## config.mk

```make
export PLATFORM = sky130hd
export DESIGN_NAME = popcount_stream
export DESIGN_NICKNAME = d
export VERILOG_FILES = /design/src/rtl/popcount_pkg.sv /design/src/rtl/popcount_chunk.sv /design/src/rtl/popcount_stream.sv
export SDC_FILE = /design/constraint.sdc
export NUM_CORES = 1
export LEC_CHECK = 0
export CAP_MARGIN = 10
export CORE_MARGIN = 4
export CORE_UTILIZATION = 25
export CTS_CLUSTER_DIAMETER = 100
export CTS_CLUSTER_SIZE = 16
export DETAILED_ROUTE_END_ITERATION = 16
export DONT_BUFFER_PORTS = 1
export GPL_TIMING_DRIVEN = 0
export PLACE_DENSITY = 0.34
export SYNTH_ARGS = -nofsm -noshare
export SYNTH_HDL_FRONTEND = slang
export SYNTH_SLANG_ARGS = --single-unit
```

## constraint.sdc

```tcl
create_clock -name clk -period 6.8 [get_ports clk]
set_clock_uncertainty 0.05 [all_clocks]
set_input_delay 1.7 -clock clk [delete_from_list [all_inputs] [get_ports clk]]
set_output_delay 1.7 -clock clk [all_outputs]
set_load 0.02 [all_outputs]
```

## src/rtl/popcount_pkg.sv

```systemverilog
// Shared types and helpers for the popcount_stream pipeline.
// Optional parity output is enabled by defining POPCOUNT_PARITY_EN.
package popcount_pkg;

    typedef enum logic {
        MODE_ONES  = 1'b0,
        MODE_ZEROS = 1'b1
    } count_mode_e;

    // Bits needed to hold a count of 0..w set bits.
    function automatic int cnt_width(input int w);
        return $clog2(w + 1);
    endfunction

    // Add and clamp to the largest w-bit value (w < 64).
    function automatic logic [63:0] sat_add(input logic [63:0] a,
                                            input logic [63:0] b,
                                            input int unsigned w);
        logic [64:0] sum;
        logic [64:0] max;
        sum = {1'b0, a} + {1'b0, b};
        max = (65'd1 << w) - 65'd1;
        return 64'((sum > max) ? max : sum);
    endfunction

endpackage

```

## src/rtl/popcount_chunk.sv

```systemverilog
// Combinational count of ones (or zeros) in one chunk of the input word.
// Bits at or above VALID_W are padding and never count, in either mode.
module popcount_chunk import popcount_pkg::*; #(
    parameter int CHUNK_W = 4,
    parameter int VALID_W = CHUNK_W,
    localparam int OUT_W  = cnt_width(CHUNK_W)
) (
    input  logic [CHUNK_W-1:0] chunk_i,
    input  count_mode_e        mode_i,
    output logic [OUT_W-1:0]   count_o
);

    localparam logic [CHUNK_W-1:0] MASK = {CHUNK_W{1'b1}} >> (CHUNK_W - VALID_W);

    logic [CHUNK_W-1:0] bits;

    // Invert for zeros mode, then drop padding so it counts as zero.
    always_comb begin
        bits    = (chunk_i ^ {CHUNK_W{mode_i == MODE_ZEROS}}) & MASK;
        count_o = '0;
        for (int b = 0; b < CHUNK_W; b++)
            count_o = count_o + OUT_W'(bits[b]);
    end

endmodule

```

## src/rtl/popcount_stream.sv

```systemverilog
// Two-stage streaming ones/zeros counter with per-frame saturating sum.
// Stage 1 registers per-chunk counts, stage 2 sums them and accumulates.
// Define POPCOUNT_PARITY_EN to add a pipelined parity_out of each word.
module popcount_stream import popcount_pkg::*; #(
    parameter int DATA_W  = 7,
    parameter int CHUNK_W = 4,
    parameter int ACC_W   = 16,
    localparam int CNT_W  = cnt_width(DATA_W)
) (
    input  logic              clk,
    input  logic              rst,
    input  logic [DATA_W-1:0] d_in,
    input  logic              in_valid,
    output logic              in_ready,
    input  logic              in_last,
    input  logic              mode,
    output logic [CNT_W-1:0]  count,
    output logic [ACC_W-1:0]  frame_sum,
    output logic              out_last,
    output logic              out_valid,
    input  logic              out_ready
`ifdef POPCOUNT_PARITY_EN
    ,
    output logic              parity_out
`endif
);

    localparam int NCH   = (DATA_W + CHUNK_W - 1) / CHUNK_W;
    localparam int PAD_W = NCH * CHUNK_W;
    localparam int CC_W  = cnt_width(CHUNK_W);

    logic                     en1, en2;
    logic [PAD_W-1:0]         data_pad;
    logic [NCH-1:0][CC_W-1:0] chunk_cnt_d, chunk_cnt_q;
    logic                     v1_q, last1_q;
    logic [CNT_W-1:0]         beat_cnt;
    logic [ACC_W-1:0]         sat_sum;
    logic [ACC_W-1:0]         acc_q;
    logic [CNT_W-1:0]         count_q;
    logic [ACC_W-1:0]         frame_sum_q;
    logic                     out_last_q, out_valid_q;

    // Stage 2 advances when it is empty or being drained; stage 1 also
    // advances when it is empty, so a bubble fills under a stall.
    assign en2      = !out_valid_q || out_ready;
    assign en1      = !v1_q || en2;
    assign in_ready = en1;

    // Zero-extend the word to a whole number of chunks.
    always_comb begin
        data_pad               = '0;
        data_pad[DATA_W-1:0]   = d_in;
    end

    for (genvar g = 0; g < NCH; g++) begin : g_chunk
        localparam int REM = DATA_W - g * CHUNK_W;
        localparam int VW  = (REM < CHUNK_W) ? REM : CHUNK_W;
        popcount_chunk #(
            .CHUNK_W (CHUNK_W),
            .VALID_W (VW)
        ) u_chunk (
            .chunk_i (data_pad[g*CHUNK_W +: CHUNK_W]),
            .mode_i  (count_mode_e'(mode)),
            .count_o (chunk_cnt_d[g])
        );
    end

    // Stage 1: capture chunk counts and frame marker on each accepted beat.
    always_ff @(posedge clk) begin
        if (rst) begin
            v1_q        <= 1'b0;
            last1_q     <= 1'b0;
            chunk_cnt_q <= '0;
        end else if (en1) begin
            v1_q <= in_valid;
            if (in_valid) begin
                last1_q     <= in_last;
                chunk_cnt_q <= chunk_cnt_d;
            end
        end
    end

    // Reduce chunk counts to the beat count and form the clamped running sum.
    always_comb begin
        int unsigned sum;
        sum = 0;
        for (int i = 0; i < NCH; i++)
            sum = sum + 32'(chunk_cnt_q[i]);
        beat_cnt = CNT_W'(sum);
        sat_sum  = ACC_W'(sat_add(64'(acc_q), 64'(beat_cnt), ACC_W));
    end

    // Stage 2: present the beat and update the frame accumulator.
    always_ff @(posedge clk) begin
        if (rst) begin
            out_valid_q <= 1'b0;
            count_q     <= '0;
            frame_sum_q <= '0;
            out_last_q  <= 1'b0;
            acc_q       <= '0;
        end else if (en2) begin
            out_valid_q <= v1_q;
            if (v1_q) begin
                count_q     <= beat_cnt;
                frame_sum_q <= sat_sum;
                out_last_q  <= last1_q;
                acc_q       <= last1_q ? '0 : sat_sum;
            end
        end
    end

    assign count     = count_q;
    assign frame_sum = frame_sum_q;
    assign out_last  = out_last_q;
    assign out_valid = out_valid_q;

`ifdef POPCOUNT_PARITY_EN
    logic par1_q, par_q;

    // Word parity rides the same enables as the count.
    always_ff @(posedge clk) begin
        if (rst) begin
            par1_q <= 1'b0;
            par_q  <= 1'b0;
        end else begin
            if (en1 && in_valid) par1_q <= ^d_in;
            if (en2 && v1_q)     par_q  <= par1_q;
        end
    end

    assign parity_out = par_q;
`endif

endmodule

```

==> metrics.yaml <==
route:
  drt.antenna.violating_nets: 0
  num_vias: 1770
  drt_pre_antenna_iters: 4
  routed_wl_um: 6290
  drt_iter0_drc: 98
  post-route-drc-count: 0
  vias_per_cell: 5.00
  wl_per_cell_um: 17.8
synth:
  ys_ff_latch: 44
  yosysUniqueCellTypes: 42
  yosys_warnings: 0
  netlist_area_mm2: 0.00215
  synth_nets: 265
  synth_ff_type: "dfxtp_1"
  synth.top_cell.area_share_pct: 40.9
  ys_seq_area_share_pct: 40.9
  synth_top_cell_by_area: "dfxtp_1"
  synthTopCellsByArea: "dfxtp_1 (41%), nor2_1 (5.8%), a21oi_1 (4.2%)"
  postSynthCellCount: 242
  synth_edf_count: 0
  async_flop_share_pct: 0
  syn_avg_cell_area_um2: 8.89
pwr:
  vdd_drop_max_mv: 0.0901
  clkPwrFrac_pct: 30.8
  power.net_switching_mw: 0.160
  powerDensity_mw_per_mm2: 225
  switching_share_pct: 30.1
  internal_power_mw: 0.371
  power_frac_seq_pct: 54.5
  cellLeakagePower_nw: 0.805
  power_frac_comb_pct: 14.8
clock_network:
  htreeDepth: 2
  clk-insertion-delay-late_ns: 0.30
  clock_path_buffers: 2
  cts_setup_buffers: 0
  cts_tree: "built"
  cts.sinks: 44
  clkSlewWorstSetupHoldPaths_ns: 0.09
  cts_root_buffer: "clkbuf_8"
  cts_inserted_buffers: 5
  ctsResizeCount: 0
  postCtsHoldBufs: 0
final_layout:
  nFillCells: 897
  layout-drive-gt1-share_pct: 5.62
  antenna_cells: 0
  final_common_cell: "dfxtp_1"
  design_area_mm2: 0.00236
  layout_common_cells: "dfxtp_1 (44), nor2_1 (33), a21oi_1 (18), nand2_1 (16)"
  syn_to_final_growth_pct: 9.71
  fin_cells: 354
  final_nets: 272
die:
  die_h_um: 101
  core_mm2: 0.00830
  dieArea_mm2: 0.0102
  boundaryPins: 35
  rows: 33
  initial_utilization_pct: 25.9
  die_w_um: 101
grt:
  grt_usage_pct: 13.6
  top_usage_layer: "met2"
  grtUsageMet2_pct: 22.1
  grt_overflow: 0
  grtUsageMet1_pct: 17.3
  grt_pass1_wl_um: 10400
  grt_pass1_vias: 1872
  grt_max_degree: 13
  antenna_found_initial: 0
  grtUsageMet3_pct: 3.94
setup_path:
  crit_slowest_cell: "nor2b_1"
  startpoint_type: "primary input"
  critPathArrivalTime_ns: 2.28
  crit_path_end_kind: "output pin"
  critical_path.max_stage_delay_ns: 0.31
  crit_path_max_fanout: 4
  path_buf_inv: 0
  required_ns: 5.05
  critPathTopFamily: "simple AND/OR/NAND/NOR gates"
  path_class: "in -> out"
  cp_cell_sequence: "nor2b_1 > nand2_1"
placed_design:
  dpl.cell_count: 347
  post_dp_cell_area_mm2: 0.00228
  dpl.hpwl_um: 4590
  post-place-ws_ns: 2.73
  port-buffer-count: 0
  globalplace.congestion: 0.767
timing:
  setup_viol: 0
  rsz0062_at_grt: "no"
  worst_slack_ns: 2.77
  slew_violations: 0
  finalHoldViolCount: 0
  hold_ws_ns: 0.451
  max_freq_ghz: 0.248
  tightest_slew_ns: 0.784
  period_share_pct: 59.3
  tns_ns: 0
  relSlewSlack_pct: 47.7
  layout_min_cycle_time_ns: 4.03
run:
  drv_cap: 0
min_path:
  holdCritPathClass: "reg -> reg"
status:
  status: "finished clean"
per-stage QoR:
step           power, mW  utilization, %
5_1_grt            0.562            28.4
2_1_floorplan      0.351               -
4_1_cts            0.541            28.4
6_report           0.531            28.4
3_3_place_gp       0.376            27.5
3_5_place_dp       0.376            27.5
cell usage after synthesis, types with 2 or more instances:
cell type and number:
and3_1 2, a21oi_1 18, nor3_1 8, fa_1 4, o21ai_0 9, nor3b_1 2, xnor2_1 7, mux2i_1 4
nand3_1 8, nor2_1 33, xor2_1 10, dfxtp_1 44, nand2_1 16, and4_1 2, a311oi_1 5, nand2b_1 3
ha_1 6, a211oi_1 9, or3_1 3, buf_2 2, inv_1 10, a31oi_1 3, a21o_1 3, clkbuf_1 9
o22ai_1 5
area by class of cell:
cell class	count	area [um^2]	share of cell area [%]
plain buffers	12	47.5	2.01
clock buffers	6	72.6	3.07
clock inverters	1	5.00	0.212
inverters	10	37.5	1.59
multi-input cells	176	1190	50.2
flip-flops and latches	44	881	37.3
well taps	105	131	5.56
power groups by stage:
stage / logic, mW / clock network, mW / registers (mW)
final: 0.0784 / 0.163 / 0.289
after global routing: 0.0915 / 0.180 / 0.291
after CTS: 0.0806 / 0.170 / 0.290
after detailed placement: 0.0798 / 0 / 0.296
after global placement: 0.0798 / 0 / 0.296
after floorplan: 0.0586 / 0 / 0.293
registers in the layout, summed over array words and instances, names as in the netlist:
signal       count
acc_q           16
frame_sum       16
chunk_cnt_q      5
count            3
last1_q          1
out_last         1
out_valid        1
v1_q             1
routing by layer:
| metal | vias to the layer above | routed length [um] |
|---|---|---|
| met5 | - | 0 |
| met4 | 0 | 90 |
| met3 | 9 | 345 |
| met2 | 38 | 2950 |
| met1 | 839 | 2900 |
| li1 | 884 | - |
kinds of logic after synthesis:
group	synth area share, %
compound gates	20.8
xor+xnor	6.92
fa+ha+maj	7.21
buf+inv	3.95
flops	40.9
mux	1.86
simple gates	18.4
worst paths after layout:
path                  start              to  slack, ns  depth (start not counted)
max reg2reg  chunk_cnt_q[3]        acc_q[5]       3.60                          9
max               out_ready        in_ready       2.77                          2
min reg2reg  chunk_cnt_q[1]  chunk_cnt_q[1]       0.45                          2
min          chunk_cnt_q[1]  chunk_cnt_q[1]       0.45                          2
tightest hold or removal path, stage by stage, from the launching register on:
cell	delay (ns)
dfxtp_1	0.34
mux2i_1	0.06
nor2_1	0.07
Note: power is estimated with default switching activity, not from simulation.
